`src/rtl/fetch_unit.sv`:
```
// fetch_unit
// ----------
// Instruction-fetch stage. Owns the architectural PC, issues one request at a
// time to instruction memory, and presents the fetched word to the datapath.
// Fetch and execute alternate (IDLE -> REQ -> EXEC -> ...), so at most one
// instruction is ever in flight.
//
// Optional feature macro: FETCH_MISALIGN_TRAP_EN
//   defined   : a redirect to a target with bits [1:0] != 0 sets the sticky
//               misalign_o flag, loads the raw target into the PC and parks the
//               FSM in IDLE until rst.
//   undefined : redirect targets are word-aligned by clearing bits [1:0];
//               misalign_o is tied low.
//
// Ports
//   clk, rst        clock, synchronous active-high reset
//   fetch_stall_i   hold the current instruction and freeze the PC
//   pc_sel_i        next-PC select (NONE / ADD4 / JMP; other codes = NONE)
//   br_taken_i      taken branch, redirect to next_pc_i
//   next_pc_i       redirect target
//   imem_req_o      memory request (high for the whole REQ state)
//   imem_addr_o     request address, always equal to pc_o
//   imem_ack_i      memory response valid, data on imem_rdata_i same cycle
//   imem_rdata_i    instruction word
//   ir_o            current instruction
//   pc_o            PC of the current or pending instruction
//   ir_valid_o      ir_o valid for execution this cycle (EXEC state)
//   fetch_count_o   number of accepted fetches (wraps)
//   misalign_o      sticky misaligned-target flag
module fetch_unit #(
    parameter logic [31:0] RESET_PC     = 32'h0000_0000,
    parameter int          SEL_PC_WIDTH = 2
) (
    input  logic                    clk,
    input  logic                    rst,
    input  logic                    fetch_stall_i,
    input  logic [SEL_PC_WIDTH-1:0] pc_sel_i,
    input  logic                    br_taken_i,
    input  logic [31:0]             next_pc_i,
    output logic                    imem_req_o,
    output logic [31:0]             imem_addr_o,
    input  logic                    imem_ack_i,
    input  logic [31:0]             imem_rdata_i,
    output logic [31:0]             ir_o,
    output logic [31:0]             pc_o,
    output logic                    ir_valid_o,
    output logic [31:0]             fetch_count_o,
    output logic                    misalign_o
);

    // Next-PC select codes (shared encoding with the control block).
    localparam logic [SEL_PC_WIDTH-1:0] SEL_PC_NONE = SEL_PC_WIDTH'(0);
    localparam logic [SEL_PC_WIDTH-1:0] SEL_PC_ADD4 = SEL_PC_WIDTH'(1);
    localparam logic [SEL_PC_WIDTH-1:0] SEL_PC_JMP  = SEL_PC_WIDTH'(2);

    localparam logic [31:0] NOP_INSN = 32'h0000_0013;

    typedef enum logic [1:0] {
        ST_IDLE = 2'd0,
        ST_REQ  = 2'd1,
        ST_EXEC = 2'd2
    } state_t;

    state_t      state_r;
    state_t      state_n;
    logic [31:0] pc_r;
    logic [31:0] pc_n;
    logic [31:0] ir_r;
    logic [31:0] ir_n;
    logic [31:0] count_r;
    logic [31:0] count_n;
    logic        req_r;
    logic        valid_r;
    logic        sel_add4;
    logic        sel_jmp;
    logic        locked;
`ifdef FETCH_MISALIGN_TRAP_EN
    logic        misalign_r;
    logic        misalign_n;
`endif

    // Decode the select code; unknown codes fall through as NONE.
    always_comb begin
        sel_add4 = 1'b0;
        sel_jmp  = 1'b0;
        case (pc_sel_i)
            SEL_PC_ADD4: sel_add4 = 1'b1;
            SEL_PC_JMP:  sel_jmp  = 1'b1;
            SEL_PC_NONE: sel_add4 = 1'b0;
            default:     sel_jmp  = 1'b0;
        endcase
    end

`ifdef FETCH_MISALIGN_TRAP_EN
    assign locked = misalign_r;
`else
    assign locked = 1'b0;
`endif

    // Next-state and next-value logic for the fetch FSM and its registers.
    always_comb begin
        state_n = state_r;
        pc_n    = pc_r;
        ir_n    = ir_r;
        count_n = count_r;
`ifdef FETCH_MISALIGN_TRAP_EN
        misalign_n = misalign_r;
`endif
        case (state_r)
            ST_IDLE: begin
                // A trapped misaligned redirect parks the stage here until rst.
                if (!locked && !fetch_stall_i && (sel_add4 || sel_jmp)) begin
                    state_n = ST_REQ;
                end else begin
                    state_n = ST_IDLE;
                end
            end
            ST_REQ: begin
                // Stall never cancels an outstanding request.
                if (imem_ack_i) begin
                    ir_n    = imem_rdata_i;
                    count_n = count_r + 32'd1;
                    state_n = ST_EXEC;
                end else begin
                    state_n = ST_REQ;
                end
            end
            ST_EXEC: begin
                if (fetch_stall_i) begin
                    state_n = ST_EXEC;
                end else if (br_taken_i || sel_jmp) begin
`ifdef FETCH_MISALIGN_TRAP_EN
                    pc_n = next_pc_i;
                    if (next_pc_i[1:0] != 2'b00) begin
                        misalign_n = 1'b1;
                        state_n    = ST_IDLE;
                    end else begin
                        state_n = ST_REQ;
                    end
`else
                    pc_n    = next_pc_i & 32'hFFFF_FFFC;
                    state_n = ST_REQ;
`endif
                end else if (sel_add4) begin
                    pc_n    = pc_r + 32'd4;
                    state_n = ST_REQ;
                end else begin
                    state_n = ST_IDLE;
                end
            end
            default: begin
                state_n = ST_IDLE;
            end
        endcase
    end

    // State and datapath registers; request/valid flags are registered
    // copies of the next-state decode so no input reaches an output
    // combinationally.
    always_ff @(posedge clk) begin
        if (rst) begin
            state_r <= ST_IDLE;
            pc_r    <= RESET_PC;
            ir_r    <= NOP_INSN;
            count_r <= 32'd0;
            req_r   <= 1'b0;
            valid_r <= 1'b0;
`ifdef FETCH_MISALIGN_TRAP_EN
            misalign_r <= 1'b0;
`endif
        end else begin
            state_r <= state_n;
            pc_r    <= pc_n;
            ir_r    <= ir_n;
            count_r <= count_n;
            req_r   <= (state_n == ST_REQ);
            valid_r <= (state_n == ST_EXEC);
`ifdef FETCH_MISALIGN_TRAP_EN
            misalign_r <= misalign_n;
`endif
        end
    end

    assign imem_req_o    = req_r;
    assign imem_addr_o   = pc_r;
    assign pc_o          = pc_r;
    assign ir_o          = ir_r;
    assign ir_valid_o    = valid_r;
    assign fetch_count_o = count_r;
`ifdef FETCH_MISALIGN_TRAP_EN
    assign misalign_o    = misalign_r;
`else
    assign misalign_o    = 1'b0;
`endif

endmodule

```
`config.mk`:
```
export PLATFORM = sky130hd
export DESIGN_NAME = fetch_unit
export DESIGN_NICKNAME = d
export VERILOG_FILES = /design/src/rtl/fetch_unit.sv
export SDC_FILE = /design/constraint.sdc
export NUM_CORES = 1
export LEC_CHECK = 0
export BUFFER_PORTS_ARGS = -buffer_cell sky130_fd_sc_hd__buf_2
export CORE_ASPECT_RATIO = 1.4
export CORE_MARGIN = 4
export CORE_UTILIZATION = 45
export CTS_BUF_LIST = sky130_fd_sc_hd__clkbuf_4
export DETAILED_ROUTE_END_ITERATION = 16
export HOLD_SLACK_MARGIN = 0.15
export PLACE_DENSITY = 0.74
export SLEW_MARGIN = 20
export SYNTH_ARGS = -nofsm -noshare
export SYNTH_HDL_FRONTEND = slang
export SYNTH_SLANG_ARGS = --single-unit
```
`constraint.sdc`:
```
create_clock -name clk -period 2.4 [get_ports clk]
set_clock_uncertainty 0.1 [all_clocks]
set_input_delay 0.48 -clock clk [delete_from_list [all_inputs] [get_ports clk]]
set_output_delay 0.48 -clock clk [all_outputs]
set_load 0.02 [all_outputs]
```
; ---- Word-level counts from Yosys, hierarchy flattened
; Index checks and enable logic that the tools add are counted.
[word_totals]
register_bits = 100
input_bits = 71
out_inout_bits = 131
[classes]
add_sub_neg = 2
eq_ne = 6
mux = 10
bitwise_logic = 1
reduce_logical = 8
[ops]
columns = operator, count
row1 = $mux W32, 2
row2 = $add A32 B1 Y32 const B, 1
row3 = $add A32 B3 Y32 const B, 1
row4 = $eq A2 B1 Y1 const B, 3
row5 = $eq A2 B2 Y1 const B, 3
row6 = $pmux W2 S3, 1
row7 = $mux W1, 5
row8 = $mux W2, 2
row9 = $reduce_and A3 Y1, 1
row10 = $logic_not A2 Y1, 1
row11 = $logic_or A1 B1 Y1, 2
row12 = $reduce_and A2 Y1, 1
row13 = $reduce_bool A2 Y1, 1
row14 = $logic_and A1 B1 Y1, 1
row15 = $logic_not A1 Y1, 1
row16 = $not A1 Y1, 1

; ---- Depth between registers and ports, before layout
[logic_depth]
word_depth = 7
ltp_mapped = 9
depth_no_buf = 6

; ---- Worst setup path before layout
; No wires, ideal clock.
[synth_timing]
path_kind = flip-flop to flip-flop
start = register pc_r[2], in the netlist imem_addr_o[2]
end = register pc_r[20], in the netlist imem_addr_o[20]
setup_time_ps = 74
arrival_time_ps = 2152
required_time_ps = 2226
path_slack_ps = 73
stages_incl_launch_ff = 6
cell_sequence = dfxtp_1 ha_1 nand4_2 or4_4 or4_1 a31oi_1
[synth_via]
elab_chain_cells = 3
[synth_lines]
columns = item, line
row1 = start: declaration, 66  ; logic [31:0] pc_r;
row2 = start signal: assignment, 173  ; pc_r <= pc_n;
row3 = $add A32 B3 Y32, 145  ; pc_n = pc_r + 32'd4;
row4 = $mux W32, 144  ; end else if (sel_add4) begin
row5 = $mux W32, 131  ; end else if (br_taken_i || sel_jmp) begin
; Every way passes these cells. The select of a mux whose other input is x is not followed.
; A chain may end at the register's enable or synchronous reset.

; ---- Worst setup path after layout
; Same ends and word-level chain as after synthesis.

==> results.md <==
* Outcome: finished, final reports clean
* Number of flops mapped to enable cells by yosys at 0
* Fin. max-slew vios at 0
* 1st-pass router iterations at 5
* Startpoint Class: flop
* Root Driver: clkbuf_4
* Die height at 135.4 um
* Top cells by area, synth: dfxtp_1 38%, nand2_1 7.3%, a21oi_1 6.5%
* TritonCTS clock tree: done
* Sequential cell area fraction in the yosys report at 0.3761
* # clock sinks at 98
* RSZ-0062 raised after global routing: no
* Die area at 0.01340 mm^2
* Crit path kind: flop to flop
* Most common cell after layout, fill and taps aside: buf_2
* Most frequent cells in the layout: 193 x buf_2, 101 x nand2_1, 98 x dfxtp_1, 68 x a21oi_1, 36 x buf_4
* Pin count of the biggest net entering global routing at 39
* HPWL Detailed at 12000 um
* Fraction of layout cells with a size suffix above 1 at 0.3051
* Post-route ant nets at 0
* Cell taking the most area after synthesis: dfxtp_1
* Vias in the first global route at 5691
* Core Rows at 46
* Area Growth Syn to Fin at 27.94%
* Vias per inst at 5.920
* Fmax at 439.0 MHz
* Critical R2R Capture: imem_addr_o[20]$_SDFFE_PP0P_
* Leakage power at 2.843 nW
* Starting Density at 0.4601
* Fin crit share at 0.9492
* Largest buffer count on any clock path at 2
* # IOs at 202
* Die width at 99.00 um
* Worst VDD drop at 296.6 uV
* 1st-iter DRT viols at 318
* DR WL/cell at 17.02 um
* Core area at 0.01134 mm^2
* Critical Path AT at 2560 ps
* Reg2reg setup slack at 120 ps
* Worst r2r path cells at 5
* Vias at 5961
* Slew @ Worst Pin at 758.7 ps
* Yosys reg bits at 98
* IO buf count at 194
* DRC violations left at 0
* Final Cell Area at 0.006674 mm^2
* Setup TNS at 0 ps
* Top cell type's share of synthesized area at 0.3761
* Worst Hold End: imem_addr_o[18]$_SDFFE_PP0P_
* GR Util All Layers at 0.2415
* Reg clk slew, reported paths at 180 ps
* Total wire length at 17140 um
* First-pass GRT wire length at 26940 um
* Post-CTS setup buffer count at 0
* FF-to-FF Start: imem_addr_o[2]$_SDFFE_PP0P_
* Hold path cells at 3
* Fin. Hold Viols at 0
* TritonCTS Buffers at 9
* Final #Nets at 932
* Placed Area at 0.006211 mm^2
* Synth unique cells at 60
* CP endpoint kind: flop
* Hold Crit Class: primary input to flop
* Hold Path Origin: next_pc_i[18]
* Mapped Cells at 660
* Syn Area/Cell at 7.903 um^2
* GRT overflow at 0
* Count of synthesis-stage warnings from yosys at 0
* CP max FO at 6
* Asr flop ratio synth at 0
* GPL Wtd Cong at 0.9288
* Post_cts resized at 0
* Mapped Area at 0.005216 mm^2
* PwrDens at 439.5 mW/mm^2
* Max_slew headroom at 0.4895
* Initial antenna violation count at 1
* Final setup viols at 0
* Main synth FF type: dfxtp_1
* CP Data Required Time at 2690 ps
* Min cycle time layout at 2278 ps
* Clock latency on the worst-skew pair at 470 ps
* # H-tree levels at 3
* Max cap viols at 0
sequential cells by signal (all words and copies together), names as in the netlist:
register and flops:
ir_o 32, imem_addr_o 30, state_r 2, imem_req_o 1, ir_valid_o 1, fetch_count_o 32
per-layer routing:
metal	part of all wire	GRT usage	vias up	wire, um
met3	0.094	0.06079	48	1618
met2	0.51	0.4279	327	8756
li1	-	-	2792	-
met4	0.028	0.09795	0	476
met5	0	0	-	0
met1	0.37	0.2749	2794	6292
cells by family (layout without fill, tap and decap cells):
logic type	Yosys count	in the layout	synth area share
AO/OA/AOI/OAI	161	161	0.2003
XOR/XNOR	9	9	0.01511
adder cells (fa/ha/maj)	4	4	0.009595
buffers and inverters	95	293	0.09379
flip-flops	98	98	0.3761
multiplexers	5	5	0.01055
other	1	6	0.0007189
AND/OR/NAND/NOR	287	287	0.2938
synthesized netlist by cell type, types with 17 or more instances:
| library cell | n |
|---|---|
| nor2_1 | 24 |
| nand2_1 | 101 |
| buf_4 | 35 |
| clkbuf_1 | 35 |
| nand4_1 | 20 |
| nand3_1 | 31 |
| a21oi_1 | 68 |
| o21ai_0 | 17 |
| dfxtp_1 | 98 |
worst max-delay path by stage:
stage,startpoint,to
CTS,imem_addr_o[2]$_SDFFE_PP0P_,imem_addr_o[20]$_SDFFE_PP0P_
finish,imem_addr_o[2]$_SDFFE_PP0P_,imem_addr_o[20]$_SDFFE_PP0P_
global route,imem_addr_o[2]$_SDFFE_PP0P_,imem_addr_o[18]$_SDFFE_PP0P_
global placement,pc_sel_i[0],imem_addr_o[9]$_SDFFE_PP0P_
detailed placement,imem_addr_o[2]$_SDFFE_PP0P_,imem_addr_o[20]$_SDFFE_PP0P_
floorplan,imem_addr_o[2]$_SDFFE_PP0P_,imem_addr_o[20]$_SDFFE_PP0P_
final cells by class:
class                   instances  area [um^2]
fillers                      1033         4664
multi-input cells             471         2780
flip-flops and latches         98         1962
repair buffers                263         1577
well taps                     144        180.2
clock buffers                   9        67.56
clock inverters                 7        52.55
inverters                      14        52.55
diodes                          1        2.502
worst max-delay path, cell delays in order, from the launching register on:
cell and delay (ps):
dfxtp_1 380, ha_1 240, nand4_2 180, or4_4 620, or4_1 520, a31oi_1 160
power breakdown:
part           total [mW]  leakage (nW)  internal (mW)  switching (mW)
Sequential           1.69         0.792           1.66          0.0295
Combinational       0.410          1.99          0.172           0.238
Clock               0.833        0.0623          0.223           0.610
Total                2.93          2.84           2.06           0.877
per-stage QoR:
step | worst slack (ps) | util | total power [mW] | std cells | hold slack, ps
detailed placement | 180.8 | 0.5478 | 2.082 | 956 | 343.8
finish | 121.9 | 0.5886 | 2.933 | 1007 | 180.5
global placement | 220.4 | 0.5478 | 2.072 | 956 | 339.6
floorplan | 73.27 | - | 1.940 | 664 | 422.4
global route | 10.99 | 0.5886 | 3.050 | 1007 | 165.2
CTS | 130.4 | 0.5866 | 2.940 | 1004 | 150.6
repair_timing:
item / 4_1_cts / 5_1_grt
endpoints found under the setup margin: 0 / 0
hold buffers: 32 / 2
endpoints found under the hold margin: 32 / 2
No activity file was read; power rests on OpenSTA's default activity.
